**src/rtl/axi_bus_pkg.sv**
```systemverilog
// Shared AXI B-channel layout: field widths, packed-word offsets, response codes
// and the skid-buffer occupancy encoding.
package axi_bus_pkg;

  localparam int ID_W   = 8;
  localparam int RESP_W = 2;
  localparam int USER_W = 4;
  localparam int PACK_W = ID_W + RESP_W + USER_W;

  localparam int BID_LSB   = 6;
  localparam int BRESP_LSB = 4;
  localparam int BUSER_LSB = 0;

  localparam logic [1:0] RESP_OKAY   = 2'b00;
  localparam logic [1:0] RESP_EXOKAY = 2'b01;
  localparam logic [1:0] RESP_SLVERR = 2'b10;
  localparam logic [1:0] RESP_DECERR = 2'b11;

  typedef enum logic [1:0] {
    OCC_EMPTY = 2'b00,
    OCC_ONE   = 2'b01,
    OCC_TWO   = 2'b10
  } occ_e;

  // SLVERR and DECERR both carry bit 1; OKAY/EXOKAY do not.
  function automatic logic is_err_resp(input logic [1:0] resp);
    return resp[1];
  endfunction

endpackage

```
**src/rtl/axi_skid_buffer.sv**
```systemverilog
// Two-entry skid buffer with registered in_ready/out_valid; main drives the
// output, skid catches the word accepted while main is stalled.
module axi_skid_buffer
  import axi_bus_pkg::*;
#(
  parameter int W = 14
) (
  input  logic         clk,
  input  logic         rst_n,
  input  logic [W-1:0] in_data,
  input  logic         in_valid,
  output logic         in_ready,
  output logic [W-1:0] out_data,
  output logic         out_valid,
  input  logic         out_ready
);

  occ_e         state_q, state_d;
  logic         ready_q, ready_d;
  logic         valid_q, valid_d;
  logic [W-1:0] main_q, main_d;
  logic [W-1:0] skid_q, skid_d;
  logic         accept_s;
  logic         deliver_s;

  assign accept_s  = in_valid && ready_q;
  assign deliver_s = valid_q && out_ready;

  // State and storage registers
  always_ff @(posedge clk) begin
    if (!rst_n) begin
      state_q <= OCC_EMPTY;
      ready_q <= 1'b0;
      valid_q <= 1'b0;
      main_q  <= '0;
      skid_q  <= '0;
    end else begin
      state_q <= state_d;
      ready_q <= ready_d;
      valid_q <= valid_d;
      main_q  <= main_d;
      skid_q  <= skid_d;
    end
  end

  // Next occupancy
  always_comb begin
    state_d = state_q;
    case (state_q)
      OCC_EMPTY: begin
        if (accept_s) state_d = OCC_ONE;
        else          state_d = OCC_EMPTY;
      end
      OCC_ONE: begin
        if (accept_s && !deliver_s)      state_d = OCC_TWO;
        else if (!accept_s && deliver_s) state_d = OCC_EMPTY;
        else                             state_d = OCC_ONE;
      end
      OCC_TWO: begin
        if (deliver_s) state_d = OCC_ONE;
        else           state_d = OCC_TWO;
      end
      default: state_d = OCC_EMPTY;
    endcase
  end

  // Handshake flags and data movement for the coming edge
  always_comb begin
    ready_d = (state_d != OCC_TWO);
    valid_d = (state_d != OCC_EMPTY);
    main_d  = main_q;
    skid_d  = skid_q;
    case (state_q)
      OCC_EMPTY: begin
        if (accept_s) main_d = in_data;
        else          main_d = main_q;
      end
      OCC_ONE: begin
        if (accept_s && deliver_s) main_d = in_data;
        else if (accept_s)         skid_d = in_data;
        else                       main_d = main_q;
      end
      OCC_TWO: begin
        if (deliver_s) main_d = skid_q;
        else           main_d = main_q;
      end
      default: begin
        main_d = main_q;
        skid_d = skid_q;
      end
    endcase
  end

  assign in_ready  = ready_q;
  assign out_valid = valid_q;
  assign out_data  = main_q;

endmodule

```
**src/rtl/w_backward_splitter.sv**
```systemverilog
// Restores the AXI4 B channel from the packed response word and counts
// delivered error responses with a saturating counter.
module w_backward_splitter #(
  parameter int ID_W   = 8,
  parameter int RESP_W = 2,
  parameter int USER_W = 4,
  parameter int CNT_W  = 16
) (
  input  logic                       ACLK,
  input  logic                       ARESETn,
  input  logic [ID_W+RESP_W+USER_W-1:0] DATA,
  input  logic                       VALID,
  output logic                       READY,
  output logic [ID_W-1:0]            BID,
  output logic [RESP_W-1:0]          BRESP,
  output logic [USER_W-1:0]          BUSER,
  output logic                       BVALID,
  input  logic                       BREADY,
  output logic [CNT_W-1:0]           ERR_CNT,
  input  logic                       ERR_CLR
);

  import axi_bus_pkg::*;

  localparam int W = ID_W + RESP_W + USER_W;

  logic [W-1:0]     word_s;
  logic [CNT_W-1:0] err_cnt_q, err_cnt_d;

  axi_skid_buffer #(.W(W)) u_skid (
    .clk       (ACLK),
    .rst_n     (ARESETn),
    .in_data   (DATA),
    .in_valid  (VALID),
    .in_ready  (READY),
    .out_data  (word_s),
    .out_valid (BVALID),
    .out_ready (BREADY)
  );

  assign BID   = word_s[BID_LSB   +: ID_W];
  assign BRESP = word_s[BRESP_LSB +: RESP_W];
  assign BUSER = word_s[BUSER_LSB +: USER_W];

  // Error counter register
  always_ff @(posedge ACLK) begin
    if (!ARESETn) err_cnt_q <= '0;
    else          err_cnt_q <= err_cnt_d;
  end

  // Clear wins over a same-cycle increment; saturate at all-ones
  always_comb begin
    err_cnt_d = err_cnt_q;
    if (ERR_CLR) begin
      err_cnt_d = '0;
    end else if (BVALID && BREADY && is_err_resp(BRESP[1:0]) &&
                 (err_cnt_q != {CNT_W{1'b1}})) begin
      err_cnt_d = err_cnt_q + {{(CNT_W-1){1'b0}}, 1'b1};
    end else begin
      err_cnt_d = err_cnt_q;
    end
  end

  assign ERR_CNT = err_cnt_q;

endmodule

```
**config.mk**
```make
export PLATFORM = sky130hd
export DESIGN_NAME = w_backward_splitter
export DESIGN_NICKNAME = d
export VERILOG_FILES = /design/src/rtl/axi_bus_pkg.sv /design/src/rtl/axi_skid_buffer.sv /design/src/rtl/w_backward_splitter.sv
export SDC_FILE = /design/constraint.sdc
export NUM_CORES = 1
export LEC_CHECK = 0
export ABC_AREA = 1
export CAP_MARGIN = 25
export CORE_MARGIN = 1.5
export CORE_UTILIZATION = 28
export CTS_CLUSTER_SIZE = 8
export DETAILED_ROUTE_END_ITERATION = 10
export GPL_TIMING_DRIVEN = 0
export PLACE_DENSITY_LB_ADDON = 0.12
export SETUP_SLACK_MARGIN = 0.2
export SYNTH_ARGS = -nofsm -noshare
export SYNTH_HDL_FRONTEND = slang
export SYNTH_SLANG_ARGS = --single-unit
```
**constraint.sdc**
```tcl
create_clock -name ACLK -period 2.5 [get_ports ACLK]
set_input_delay 0.25 -clock ACLK [delete_from_list [all_inputs] [get_ports ACLK]]
set_output_delay 0.25 -clock ACLK [all_outputs]
set_load 0.02 [all_outputs]
```
* Word-level counts from Yosys, hierarchy flattened
Cells that the tools add are included.
** Word-level totals
- Register bits :: 48
- Latch bits :: 0
- RAM bits :: 0
- Memory bits (read-only) :: 0
- Bits of input ports :: 19
- Output and inout bits :: 32
- Logic and storage cells :: 40
- Memories kept :: 0
** Cells by class
- $add $sub $neg :: 1
- Multipliers :: 0
- Div/mod/pow operators :: 0
- Order comparisons :: 0
- Equality and inequality tests :: 7
- Shift operators :: 0
- Multiplexer cells :: 9
- Bitwise logic cells :: 2
- Reductions and logical operators :: 15
** Operators with widths (number)
- 14-bit two-way mux :: 3
- 14-bit case mux with 3 select lines :: 1
- 16-bit by 1-bit adder with 16-bit output (second input constant) :: 1
- 16-bit != test (second input constant) :: 1
- 1-bit logical AND :: 7
- 2-bit by 1-bit != test with 1-bit output (second input constant) :: 3
- 2-bit case mux with 3 select lines :: 1
- 2-bit two-way mux :: 2
- 4-bit AND reduction :: 1
- 3-bit AND reduction :: 1
- 3-bit nonzero test :: 1
- 2-bit by 1-bit == test with 1-bit output (second input constant) :: 1
- 2-bit == test (second input constant) :: 1
- 1-bit logical NOT :: 2
- 2-bit logical NOT :: 1
- 1-bit two-way mux :: 2
- 2-bit != test (second input constant) :: 1
- 1-bit NOT :: 2
- 2-bit nonzero test :: 1
- 2-bit OR reduction :: 1

* Longest topological paths before layout
- Depth in word-level cells :: 7
- Gate-level depth with buffers :: 9
- Gate-level depth less buffers :: 9

* Modules after synthesis
A second synthesis with hierarchy kept.
** Second synthesis, totals
- Cell total of the unflattened synthesis :: 374
- Area, all modules :: 2366.0 sq um
** Modules (own cells, without submodules)
- axi_skid_buffer :: times used 1, cells an instance 225, area each 1432.6 sq um, sequential area each 640.6 sq um
- w_backward_splitter :: times used 1, cells an instance 149, area each 933.4 sq um, sequential area each 320.3 sq um

* Worst setup path before layout
OpenSTA, ideal clock, no wires.
- Path type :: reg-to-reg
- Start point :: register err_cnt_q[0] (netlist: ERR_CNT[0])
- End point :: register err_cnt_q[10] (netlist: ERR_CNT[10])
- Library setup time :: 115 ps
- Data arrival time :: 1435 ps
- Data required time :: 2385 ps
- Setup slack :: 950 ps
- Cell stages (with the launch flop) :: 8
- Buffers on the path :: 1
- Period minus slack after synthesis :: 1550 ps
- Path through :: dfxtp_1 ha_1 nand2_1 nor2_4 nand4_4 buf_6 a21oi_1 nor2_1
** On the way
- Cells in the longest elaborated chain, start to end :: 2
- Elaborated cells on any way between the ends :: 3
- Classes of those cells :: 1 x add/sub; 1 x eq/ne; 1 x reduce/logical
** Ends and longest elaborated chain
- start: declaration :: line w_backward_splitter.sv:28 : logic [CNT_W-1:0] err_cnt_q, err_cnt_d;
- start signal: assignment :: line w_backward_splitter.sv:48 : else err_cnt_q <= err_cnt_d;
- parallel branches: the longest is 2 deep, another holds 16-bit by 1-bit adder with 16-bit output
Parallel ways; which one is timed is not known.
A chain may end at the register's enable or synchronous reset.

* Final worst setup path
- Start point :: register err_cnt_q[9] (netlist: ERR_CNT[9])
- End point :: output port ERR_CNT[9]
** RTL lines
- end: declaration :: line w_backward_splitter.sv:19 : output logic [CNT_W-1:0] ERR_CNT,
No word-level cell between the ends.

==> results.ini <==
[global_route]
gr-usage-all-layers_pct=14.3
grt.busiest_layer=met2
grt.met1_usage_pct=17.9
grt_use_met2_pct=24.0
grt_pass1_wl_microns=9780
antenna_found_initial=0
grt-ovfl-total=0
grt_pass1_vias=2109
grt_max_degree=17
grt_util_met3_pct=2.93

[route]
drc=0
viasPerCell=4.52
vias=2239
antenna_left=0
drt-initial-drc-count=85
wl_microns=5810
wl_per_cell_microns=11.7
drt_pass1_iterations=4

[cells_and_area]
n_antenna_cell=0
n_fill_cell=851
nets=412
layout-drive-gt1-share_pct=6.87
fin_area_sq_mm=0.00303
area_growth_pct=32.5

[synth]
synthCells=335
yosysWarnings=0
synth_area_sq_mm=0.00229
syn_avg_cell_area_sq_um=6.82
ys_ff_latch=48
yosysSeqAreaShare_pct=42.0
syn-num-nets=355
synth_cell_types=23

[worst_setup_path]
worstSetupPathType=register to primary output
slowest_delay_ps=660
path_max_fanout=7
worstPathCellList=clkdlybuf4s50_1
crit_arrival_ps=1450
end_kind=primary output
crit_path_start_kind=register
path_delay_family=buffers and inverters
cpMaxStageDelayCell=clkdlybuf4s50_1
path_buf_inv=1
cp.required_ps=2250

[place]
routabilityCongestion=0.828
placed_area_sq_mm=0.00291
place.port_buffers=50
hpwlAfterDp_microns=4230

[power]
power.total_mw=1.63
peakVddDrop_mv=0.235
cellPowerDensity_mw_per_mm2=539
leakagePower_nw=1.13

[worst_hold_path]
min_path_type=register to register

[run_status]
outcome=completed

[sta]
fmax_mhz=590
worstMarginPinSlew_ps=539
rsz0062_at_grt=no
clock_skew_ps=5.52
holdWs_ps=452
fin_tns_setup_ps=0
slew_violations=0
hold_viol=0
maxSlewHeadroom_pct=64.1
period_minus_slack_ps=1700
period_share_pct=67.8
setup_violations=0

[floorplanning]
ios=51
fp.dieW_microns=93.4
die_area_sq_mm=0.00872
die_h_microns=93.4
core_area_sq_mm=0.00781
row_count=32
start_util_pct=29.3

[cts]
clock-root-buffer=clkbuf_8
hold_buffers=0
clk_latency_ps=320
post_cts_resize_count=0
cts_setup_buffers=0
cts.sinks=48
clockBufferDepth=2
cts_made_buffers=5
htree_levels=2
cts_tree=yes
clk_pin_slew_ps=100

[flow_run]
maxCapViolCount=0

-- metrics by stage --
stage	utilization (%)	setup WS, ps	instances
global route	38.8	754	495
global placement	37.3	622	487
floorplan	-	950	335
detailed placement	37.3	616	487
finish	38.8	804	495
CTS	38.8	800	495
-- kinds of logic after synthesis --
logic type,count (synthesis),synth area share [%]
AO/OA/AOI/OAI,85,18.8
adder cells (fa/ha/maj),1,0.547
AND/OR/NAND/NOR,137,27.0
XOR/XNOR,1,0.383
flip-flops,48,42.0
buffers and inverters,63,11.2
-- cells in the final DEF, fill, tap and decap left out --
cell and count:
nand2_2 3, a21oi_2 1, bufinv_16 1, dfxtp_1 48, clkbuf_1 6, xor2_1 1
o21ai_1 13, inv_6 1, nand4_2 1, nor3_1 2, a21oi_1 40, o21ai_0 31
nor2_4 4, clkbuf_8 5, nand3_2 1, nand2_1 62, nand3_1 19, ha_1 1
buf_2 4, nor2_1 41, nand4_4 1, nor2_2 1, buf_6 2, clkdlybuf4s50_1 50
nand4_1 2, clkinvlp_4 1, inv_1 50, inv_2 1
-- worst register-to-register path: cells and delay by family (launching register included) --
| kind | cells | cell delay, ps |
|---|---|---|
| simple gates | 4 | 480 |
| flops | 1 | 420 |
| fa+ha+maj | 1 | 230 |
| buf+inv | 1 | 190 |
| compound gates | 1 | 140 |
-- layer usage --
metal	wire, microns	vias to the layer above
met5	0	-
met4	108	0
met3	224	10
met2	2750	44
met1	2730	997
li1	-	1188
-- Yosys cell counts, drive strengths merged --
cell type | count | area, sq um
a21oi | 41 | 209
nand3 | 20 | 105
buf | 6 | 42.5
clkbuf | 6 | 22.5
dfxtp | 48 | 961
nand4 | 4 | 46.3
nor3 | 2 | 10.0
nor2 | 46 | 205
inv | 51 | 191
ha | 1 | 12.5
nand2 | 65 | 251
xor2 | 1 | 8.76
o21ai | 44 | 220
-- flip-flops by register name, indices dropped and copies added, names as in the netlist --
name and count:
u_skid.state_q 2, ERR_CNT 16, u_skid.in_ready 1, u_skid.out_data 14
u_skid.out_valid 1, u_skid.skid_q 14
-- report_power, final --
part / internal, mW / switching [mW] / total, mW
combinational: 0.0984 / 0.118 / 0.216
clock: 0.302 / 0.300 / 0.602
sequential: 0.798 / 0.0170 / 0.815
total: 1.20 / 0.434 / 1.63
-- area by class of cell --
cell class / instances / area [sq um] / area share, %
multi-input combinational: 224 / 1070 / 35.3
inverter: 51 / 191 / 6.32
clock buffer: 5 / 68.8 / 2.27
timing repair buffer: 50 / 500 / 16.5
buffer: 12 / 65.1 / 2.15
tap: 102 / 128 / 4.21
sequential: 48 / 961 / 31.7
clock inverter: 3 / 46.3 / 1.53
-- worst paths after layout --
kind	start	to	slack, ps	depth (start not counted)
worst min register to register	u_skid.out_data[1]	u_skid.out_data[1]	450	2
worst min-delay path	u_skid.out_data[1]	u_skid.out_data[1]	450	2
worst max register to register	ERR_CNT[0]	ERR_CNT[14]	940	7
worst max-delay path	ERR_CNT[9]	ERR_CNT[9]	800	1
No activity file was read; power rests on OpenSTA's default activity.
==> variant (same flow settings) <==
Encoding of `occ_e`: now one-hot (3 bits for 3 values).
--- a/src/rtl/axi_bus_pkg.sv
+++ b/src/rtl/axi_bus_pkg.sv
@@ -18,6 +18,6 @@
 
-  typedef enum logic [1:0] {
-    OCC_EMPTY = 2'b00,
-    OCC_ONE   = 2'b01,
-    OCC_TWO   = 2'b10
+  typedef enum logic [2:0] {
+    OCC_EMPTY = 3'b001,
+    OCC_ONE   = 3'b010,
+    OCC_TWO   = 3'b100
   } occ_e;
Function: no difference found for any inputs over 10 cycles, from zero or initial values and one cycle with ARESETn low; not proved beyond that.
==> variant against the unedited design <==
Sequential power is 1% higher. Area after synthesis increased by 5.2%. Power grew 6.8%. Clock power increased by 12%. Worst hold slack better by 0.00072 ns. Routed wire length increased by 0.52%. Worst setup slack improved by 0.0065 ns. Sequential cell count grew 1. First-iteration DRC count is 9.4% higher. Synthesized cell count rose by 5.7%. Final area is 4.7% higher. Sequential share of layout area is 0.78 points lower. Register-to-register slack worse by 0.09 ns. Largest cell class unchanged.
==> variant: results (changes against the unedited design) <==
Inserted Clock Buffers: 5 (unchanged)
port bufs: 50 (unchanged)
global-route wire length before repair: 9760 um (-0.21%)
initial antenna violation count: 0 (unchanged)
GRT Util Overall: 0.137 (-0.00658)
worst skew pair latency: 0.31 ns
First DRT Iteration DRCs: 93 (+9.4%)
GP Congestion: 0.785 (-5.3%)
worst slack, placed: 0.600 ns (-0.0166 ns)
layout cells sized above 1: 0.0801 (+0.0114)
routed length per instance: 11.3 um (-3.8%)
crit-path leading delay family: buffers and inverters
CTS H-tree depth: 2 (unchanged)
status: complete, no violations
post-CTS resize count: 0 (unchanged)
asr flop ratio synth: 0 (unchanged)
dpl hpwl: 4250 um (+0.38%)
Worst Skew: 0.00788 ns (+0.00235 ns)
register area share after synthesis: 0.408 (-0.0125)
clock-pin slew on the worst setup and hold paths: 0.10 ns (about the same)
CP max stage cell: clkdlybuf4s50_1
Yosys cell types: 30 (+30%)
Tightest Hold Check Type: reg2reg
post-placement cell count: 509 (+4.5%)
yosys warns: 0 (unchanged)
Root Buffer Master: clkbuf_8
diode count: 0 (unchanged)
cell count after synthesis: 354 (+5.7%)
crit-path max FO: 6 (-1)
max reg flops: 16 (unchanged)
largest cells by area after synthesis: dfxtp_1 41%, nand2_1 14%, nor2_1 8.3%
post-synth net total: 374 (+5.4%)
number of global-route vias before repair: 2,084 (-1.2%)
Clock Tree Buf Depth: 2 (unchanged)
routed vias/inst: 4.45 (-1.6%)
post-CTS setup repair buffer count: 0 (unchanged)
Post-synth top cells: 90 x nand2_1, 53 x nor2_1, 49 x dfxtp_1
Nets: 431 (+4.6%)
Largest stage delay, worst path: 0.66 ns (about the same)
Cell Area, Placed: 0.00304 sq mm (+4.2%)
total wire length: 5840 um (+0.52%)
Peak VDD IR: 0.000210 V (-10%)
Arrival @ worst endpoint: 1.44 ns
leak pwr: 0.00129 uW (+14%)
Pre-antenna DRT Iters: 4 (unchanged)
Post-synth top flop: dfxtp_1
largest net degree at the start of global routing: 16 (-1)
Tightest Pin Transition: 0.590 ns (+0.0511 ns)
-- variant: cell families (layout without fill, tap and decap cells) --
group | Yosys count | in the layout | synth area share
buf+inv | 61 | 119 | 0.115
simple gates | 178 | 178 | 0.325
compound gates | 59 | 59 | 0.125
flops | 49 | 49 | 0.408
xor+xnor | 6 | 6 | 0.0219
fa+ha+maj | 1 | 1 | 0.00520
-- variant: layout make-up --
class	count	area (sq um)
flip-flops and latches	49	981
inverters	49	189
repair buffers	50	500
multi-input cells	244	1150
clock buffers	5	68.8
fillers	914	5090
well taps	105	131
plain buffers	12	87.6
clock inverters	3	65.1
-- variant: report_power, final --
group | switching, uW | internal (uW) | total (uW)
Combinational | 131 | 113 | 244
Sequential | 15.5 | 809 | 825
Clock | 276 | 398 | 674
Total | 423 | 1320 | 1740
-- variant: layer usage --
layer / vias to the layer above / track usage / part of all wire
li1: 1221 / - / -
met1: 1010 / 0.172 / 0.48
met2: 63 / 0.233 / 0.46
met3: 7 / 0.0287 / 0.047
met4: 0 / 0.0404 / 0.011
met5: - / 0 / 0
-- variant: worst paths after layout --
path                            slack (ns)  cells after the start                        endpoint                      startpoint
worst min-delay path                  0.45                      2  u_skid.skid_q[11]$_SDFFE_PN0P_  u_skid.skid_q[11]$_SDFFE_PN0P_
worst max-delay path                  0.81                      1                      ERR_CNT[2]         ERR_CNT[2]$_SDFFE_PP0P_
worst max register to register        0.85                      9        ERR_CNT[15]$_SDFFE_PP0P_         ERR_CNT[0]$_SDFFE_PP0P_
worst min register to register        0.45                      2  u_skid.skid_q[11]$_SDFFE_PN0P_  u_skid.skid_q[11]$_SDFFE_PN0P_
